--- config.mk ---
export PLATFORM = sky130hd
export DESIGN_NAME = spi_master_xfer_ctrl
export DESIGN_NICKNAME = d
export VERILOG_FILES = /design/src/rtl/spi_master_xfer_ctrl.sv
export SDC_FILE = /design/constraint.sdc
export NUM_CORES = 1
export LEC_CHECK = 0
export BUFFER_PORTS_ARGS = -buffer_cell sky130_fd_sc_hd__buf_2
export CAP_MARGIN = 20
export CORE_UTILIZATION = 53
export DETAILED_ROUTE_END_ITERATION = 6
export PLACE_DENSITY = 0.77
export SETUP_SLACK_MARGIN = 0.4
export SYNTH_ARGS = -nofsm -noshare
export SYNTH_HDL_FRONTEND = slang
export SYNTH_SLANG_ARGS = --single-unit
--- constraint.sdc ---
create_clock -name clk -period 2.1 [get_ports clk]
set_input_delay 0.21 -clock clk [delete_from_list [all_inputs] [get_ports clk]]
set_output_delay 0.21 -clock clk [all_outputs]
set_load 0.01 [all_outputs]
--- src/rtl/spi_master_xfer_ctrl.sv ---
// rtl/spi_master_xfer_ctrl.sv - SPI master transfer sequencer (mode 0, MSB first)
// Gates the clock generator, frames chip-select and shifts data on its strobes.
module spi_master_xfer_ctrl #(
  parameter int MAX_BITS = 32,
  parameter int CS_DLY   = 2
) (
  input  logic                clk,
  input  logic                rstn,
  input  logic                start,
  input  logic [MAX_BITS-1:0] tx_data,
  input  logic [5:0]          len,
  input  logic [7:0]          div_cfg,
  input  logic                abort,
  output logic                busy,
  output logic                done,
  output logic                aborted,
  output logic [MAX_BITS-1:0] rx_data,
  output logic                clkgen_en,
  output logic [7:0]          clkgen_div,
  output logic                clkgen_div_valid,
  input  logic                spi_clk_i,
  input  logic                spi_rise,
  input  logic                spi_fall,
  output logic                spi_csn,
  output logic                spi_sdo,
  input  logic                spi_sdi
);

  localparam int DW = (CS_DLY < 2) ? 1 : $clog2(CS_DLY + 1);

  typedef enum logic [2:0] {
    S_IDLE, S_CS_SETUP, S_XFER, S_ABORT_WAIT, S_CS_HOLD, S_DONE
  } state_t;

  state_t              state_q, state_d;
  logic [5:0]          len_q;
  logic [5:0]          bit_cnt;
  logic [DW-1:0]       dly_cnt;
  logic [MAX_BITS-1:0] tx_shift;
  logic [MAX_BITS-1:0] rx_shift;
  logic [5:0]          len_c;
  logic [5:0]          align_sh;
  logic [MAX_BITS-1:0] tx_aligned;
  logic [MAX_BITS-1:0] len_mask;
  logic                dly_done;
  logic                last_fall;

  assign len_c      = (len > 6'(MAX_BITS)) ? 6'(MAX_BITS) : len;
  assign align_sh   = 6'(MAX_BITS) - len_c;
  assign tx_aligned = tx_data << align_sh;
  assign dly_done   = (dly_cnt == DW'(CS_DLY - 1));
  assign last_fall  = spi_fall && (bit_cnt == len_q);
  assign busy       = (state_q != S_IDLE);
  assign done       = (state_q == S_DONE);

  always_comb begin
    len_mask = '0;
    for (int i = 0; i < MAX_BITS; i++) len_mask[i] = (6'(i) < len_q);
  end

  always_ff @(posedge clk or negedge rstn) begin
    if (!rstn) state_q <= S_IDLE;
    else       state_q <= state_d;
  end

  always_comb begin
    state_d = state_q;
    case (state_q)
      S_IDLE:       if (start) state_d = (len_c == 6'd0) ? S_DONE : S_CS_SETUP;
      S_CS_SETUP:   if (abort) state_d = S_CS_HOLD;
                    else if (dly_done) state_d = S_XFER;
      // A final fall wins over a coincident abort: the transfer is complete.
      S_XFER:       if (last_fall) state_d = S_CS_HOLD;
                    else if (abort) state_d = (spi_fall || !spi_clk_i) ? S_CS_HOLD : S_ABORT_WAIT;
      S_ABORT_WAIT: if (spi_fall) state_d = S_CS_HOLD;
      S_CS_HOLD:    if (dly_done) state_d = S_DONE;
      S_DONE:       state_d = S_IDLE;
      default:      state_d = S_IDLE;
    endcase
  end

  always_ff @(posedge clk or negedge rstn) begin
    if (!rstn) begin
      len_q            <= '0;
      bit_cnt          <= '0;
      dly_cnt          <= '0;
      tx_shift         <= '0;
      rx_shift         <= '0;
      rx_data          <= '0;
      aborted          <= 1'b0;
      clkgen_en        <= 1'b0;
      clkgen_div       <= '0;
      clkgen_div_valid <= 1'b0;
      spi_csn          <= 1'b1;
      spi_sdo          <= 1'b0;
    end else begin
      clkgen_div_valid <= 1'b0;
      case (state_q)
        S_IDLE: if (start) begin
          len_q            <= len_c;
          clkgen_div       <= div_cfg;
          clkgen_div_valid <= 1'b1;
          tx_shift         <= tx_aligned;
          rx_shift         <= '0;
          rx_data          <= '0;
          aborted          <= 1'b0;
          bit_cnt          <= '0;
          dly_cnt          <= '0;
          if (len_c != 6'd0) begin
            spi_csn <= 1'b0;
            spi_sdo <= tx_aligned[MAX_BITS-1];
          end
        end
        S_CS_SETUP: begin
          dly_cnt <= dly_cnt + DW'(1);
          if (abort) begin
            aborted <= 1'b1;
            dly_cnt <= '0;
          end else if (dly_done) begin
            dly_cnt   <= '0;
            clkgen_en <= 1'b1;
          end
        end
        S_XFER: begin
          if (spi_rise) begin
            rx_shift <= {rx_shift[MAX_BITS-2:0], spi_sdi};
            bit_cnt  <= bit_cnt + 6'd1;
          end
          if (last_fall) begin
            clkgen_en <= 1'b0;
          end else if (abort) begin
            clkgen_en <= 1'b0;
            aborted   <= 1'b1;
          end else if (spi_fall) begin
            tx_shift <= tx_shift << 1;
            spi_sdo  <= tx_shift[MAX_BITS-2];
          end
        end
        S_CS_HOLD: begin
          dly_cnt <= dly_cnt + DW'(1);
          if (dly_done) begin
            dly_cnt <= '0;
            spi_csn <= 1'b1;
            rx_data <= rx_shift & len_mask;
          end
        end
        default: ;
      endcase
    end
  end

endmodule

==> flow_summary.toml <==
[power_and_ir_drop]
p_sw_mw = 4.97
power_frac_seq_pct = 26.9
p_clk_share_pct = 24.8
p_int_mw = 7.44
power.leakage_nw = 5.11
powerDensity_mw_per_mm2 = 1090
combPwrFrac_pct = 48.2
ir_worst_vdd_v = 0.000683
p_sw_share_pct = 40.0

[floorplan]
rows = 42
core_area_mm2 = 0.0135
die_height_um = 120
die-area_mm2 = 0.0145
start_util_pct = 55.2
io_pins = 101
fp.dieW_um = 120

[synthesis]
syn_area_mm2 = 0.00742
yosys_warnings = 0
synth_nets = 870
ys_top_cells_by_area = "dfrtp_1, nand2_1, nor2_1"
synth_cells = 814
yosys_most_used_dff = "dfrtp_1"
synth_top_area_share_pct = 41.8
synth-seq-cells = 125
async_flop_share_pct = 100
synth-edff-count = 0
synth_cell_types = 66
yosys.area.top_type = "dfrtp_1"
seq_area_frac_synth_pct = 42.2
avgSynthCellArea_um2 = 9.12

[status]
violations = "setup timing"
outcome = "complete, but fails checks"

[sta]
holdWs_ns = 0.0210
min_period_ns = 2.28
skew_ns = 0.00775
slew_violations = 0
fin_ws_ns = -0.183
setup_viol_count_final = 16
hold_viol = 0
max-slew-margin-rel_pct = 55.7
fin_setup_tns_ns = -1.56
rsz0062_at_grt = "yes"
period_share_pct = 109
worst_pin_slew_ns = 0.665
max_freq_ghz = 0.438

[setup_path]
path_cells = "buf_6 -> and2b_2 -> inv_4 -> ha_4 -> buf_12 -> mux2_4 -> mux4_2 -> mux2_4 -> a221oi_4 -> nor2_1"
end_kind = "register"
crit_path_frequent_cell = "mux2_4"
cp_slowest_cell = "mux4_2"
reg2reg_from = "state_q[1]$_DFFE_PN0P_"
required_ns = 2.40
crit_path_start = "len[5]"
worst_path_largest_cell_delay_ns = 0.53
setup.worst_path.class = "in2reg"
cp_data_arrival_time_ns = 2.59
startpoint_type = "input port"
crit_fanout = 8

[drt]
via_count = 8351
vias_per_cell = 6.73
first_pass_iters = 7
drtIter0Drc = 903
top_layer = "met4"
met2_length_um = 13900
drc = 0
wl_per_cell_um = 23.6
wl_met1_um = 11300
routed_wl_um = 29300
detail-route-antenna-nets = 0
dr_wl_met3_um = 2920

[clock_network]
root_buffer = "clkbuf_16"
cts_tree = "built"
htreeDepth = 4
numCtsBuffers = 17
cts_sinks = 125
clk_path_buf_depth = 2
clkSlewWorstSetupHoldPaths_ns = 0.06
clkLatencyLatePin_ns = 0.43

[global_routing]
grt_pass1_wl_um = 42000
grt_pass1_vias = 7923
grtUsageTotal_pct = 37.8
antenna_found_initial = 1
overflow = 0
grt_max_degree = 126

[placed_design]
gp_congestion = 0.930
dpl.hpwl_um = 16800
dp_slack_ns = -0.612
port_buffers = 100
dpl-instance-area_mm2 = 0.00913

[final_layout]
layout-drive-gt1-share_pct = 47.1
final_util_pct = 84.3
regArea_mm2 = 0.00313
fin_area_mm2 = 0.0113
area_delta_synth_final_pct = 52.8
multi_input_area_mm2 = 0.00498
nets = 1108
fillers = 701

[flow_run]
cap_violations = 0

[min_path]
hold_start = "spi_sdi"
hold_class = "in2reg"
[layer usage]
layer / GRT usage [%] / vias up
met3: 8.77 / 112
met4: 15.6 / 0
li1: - / 3497
met2: 60.9 / 663
met1: 49.3 / 4079
met5: 0 / -
[repair_timing]
| item | 4_1_cts | 5_1_grt |
|---|---|---|
| cloned | 4 | 1 |
| endpoints found under the setup margin | 95 | 88 |
| resized for setup | 166 | 80 |
| setup buffers | 33 | 9 |
| pin swaps | 70 | 41 |
| hold buffers | 9 | 0 |
| endpoints found under the hold margin | 132 | 0 |
[kinds of logic after synthesis]
family,after synthesis,share of synthesized area [%]
DFF,125,42.2
and+or+nand+nor,306,18.5
AOI/OAI and AO/OA,232,22.8
xor gates and xnor gates,12,1.52
adders and majority gates,2,0.337
buffers and inverters,78,4.54
muxes,59,10.2
[worst max-delay path: cells and delay by family]
kind | cells | cell delay, ns
AO/OA/AOI/OAI | 1 | 0.26
buffers and inverters | 3 | 0.28
adder cells (fa/ha/maj) | 1 | 0.34
AND/OR/NAND/NOR | 2 | 0.33
multiplexers | 3 | 1.17
[worst paths after layout]
kind / cells past startpoint / end / slack (ns)
hold reg to reg: 2 / clkgen_div[5]$_DFFE_PN0P_ / 0.47
setup / recovery: 10 / tx_shift[12]$_DFFE_PN0P_ / -0.18
min in group asynchronous: 3 / rx_shift[18]$_DFFE_PN0P_ / 0.43
hold / removal: 2 / rx_shift[0]$_DFFE_PN0P_ / 0.02
max in group asynchronous: 3 / state_q[2]$_DFFE_PN0P_ / 1.14
setup reg to reg: 9 / tx_shift[12]$_DFFE_PN0P_ / 0.11
[cells in the mapped netlist, types with 3 or more instances]
cell type,number
nand3_1,19
and2_1,3
mux2i_1,31
nand3b_1,3
a211oi_1,14
a31o_2,3
a32oi_1,3
buf_2,17
o21a_1,5
o31ai_1,7
a32o_1,18
xor2_1,6
a222oi_1,3
inv_1,13
and3_1,3
xnor2_1,5
or3_1,6
or2_2,3
dfrtp_1,124
mux4_2,10
o22ai_1,5
a22o_1,38
buf_1,6
clkbuf_1,37
o211ai_1,14
a21oi_1,35
nor2_1,95
o311ai_0,4
nor3b_1,4
nor3_1,20
nand4_1,8
o21ai_0,40
nand2b_1,11
mux2_2,17
a31oi_1,11
nand2_1,121
a221oi_1,15
[layout by cell type, fill, tap and decap left out, types with 9 or more instances in the layout]
| cell | n |
|---|---|
| dfrtp_1 | 122 |
| buf_6 | 30 |
| mux2i_1 | 16 |
| clkbuf_16 | 18 |
| a221oi_2 | 11 |
| nor2_4 | 14 |
| o21ai_0 | 24 |
| mux4_2 | 10 |
| mux2_4 | 11 |
| a21oi_2 | 15 |
| o21ai_1 | 12 |
| nor2_2 | 13 |
| nor3_1 | 13 |
| a22o_1 | 38 |
| a21oi_1 | 15 |
| nand2b_1 | 10 |
| nor2_1 | 68 |
| a32o_1 | 18 |
| buf_4 | 125 |
| nand3_1 | 15 |
| dlygate4sd3_1 | 9 |
| o211ai_1 | 14 |
| buf_2 | 96 |
| buf_12 | 13 |
| nand2_1 | 113 |
[power groups by stage]
stage	registers, mW	logic [mW]	clock network (mW)
finish	3.34	5.99	3.08
global route	3.37	6.28	3.20
CTS	3.27	5.10	3.06
detailed placement	3.26	4.05	0
global placement	3.26	3.95	0
floorplan	3.24	2.48	0
[final cells by class]
type | instances | share of cell area [%]
sequential | 125 | 27.6
inverter | 14 | 0.618
clock inverter | 14 | 1.64
antenna | 1 | 0.0221
clock buffer | 17 | 3.75
multi-input combinational | 611 | 43.9
timing repair buffer | 283 | 20.5
tap | 176 | 1.94
[metrics by stage]
step / power (mW) / std cells
2_1_floorplan: 5.72 / 814
3_3_place_gp: 7.20 / 1153
5_1_grt: 12.8 / 1240
6_report: 12.4 / 1241
4_1_cts: 11.4 / 1230
3_5_place_dp: 7.32 / 1153
[state kept, by name (all words and copies together) (netlist names)]
| register | flops |
|---|---|
| aborted | 1 |
| rx_shift | 32 |
| dly_cnt | 2 |
| clkgen_en | 1 |
| state_q | 3 |
| clkgen_div | 8 |
| clkgen_div_valid | 1 |
| spi_sdo | 1 |
| tx_shift | 31 |
| bit_cnt | 6 |
| spi_csn | 1 |
| len_q | 6 |
| rx_data | 32 |
No activity file was read; power rests on OpenSTA's default activity.
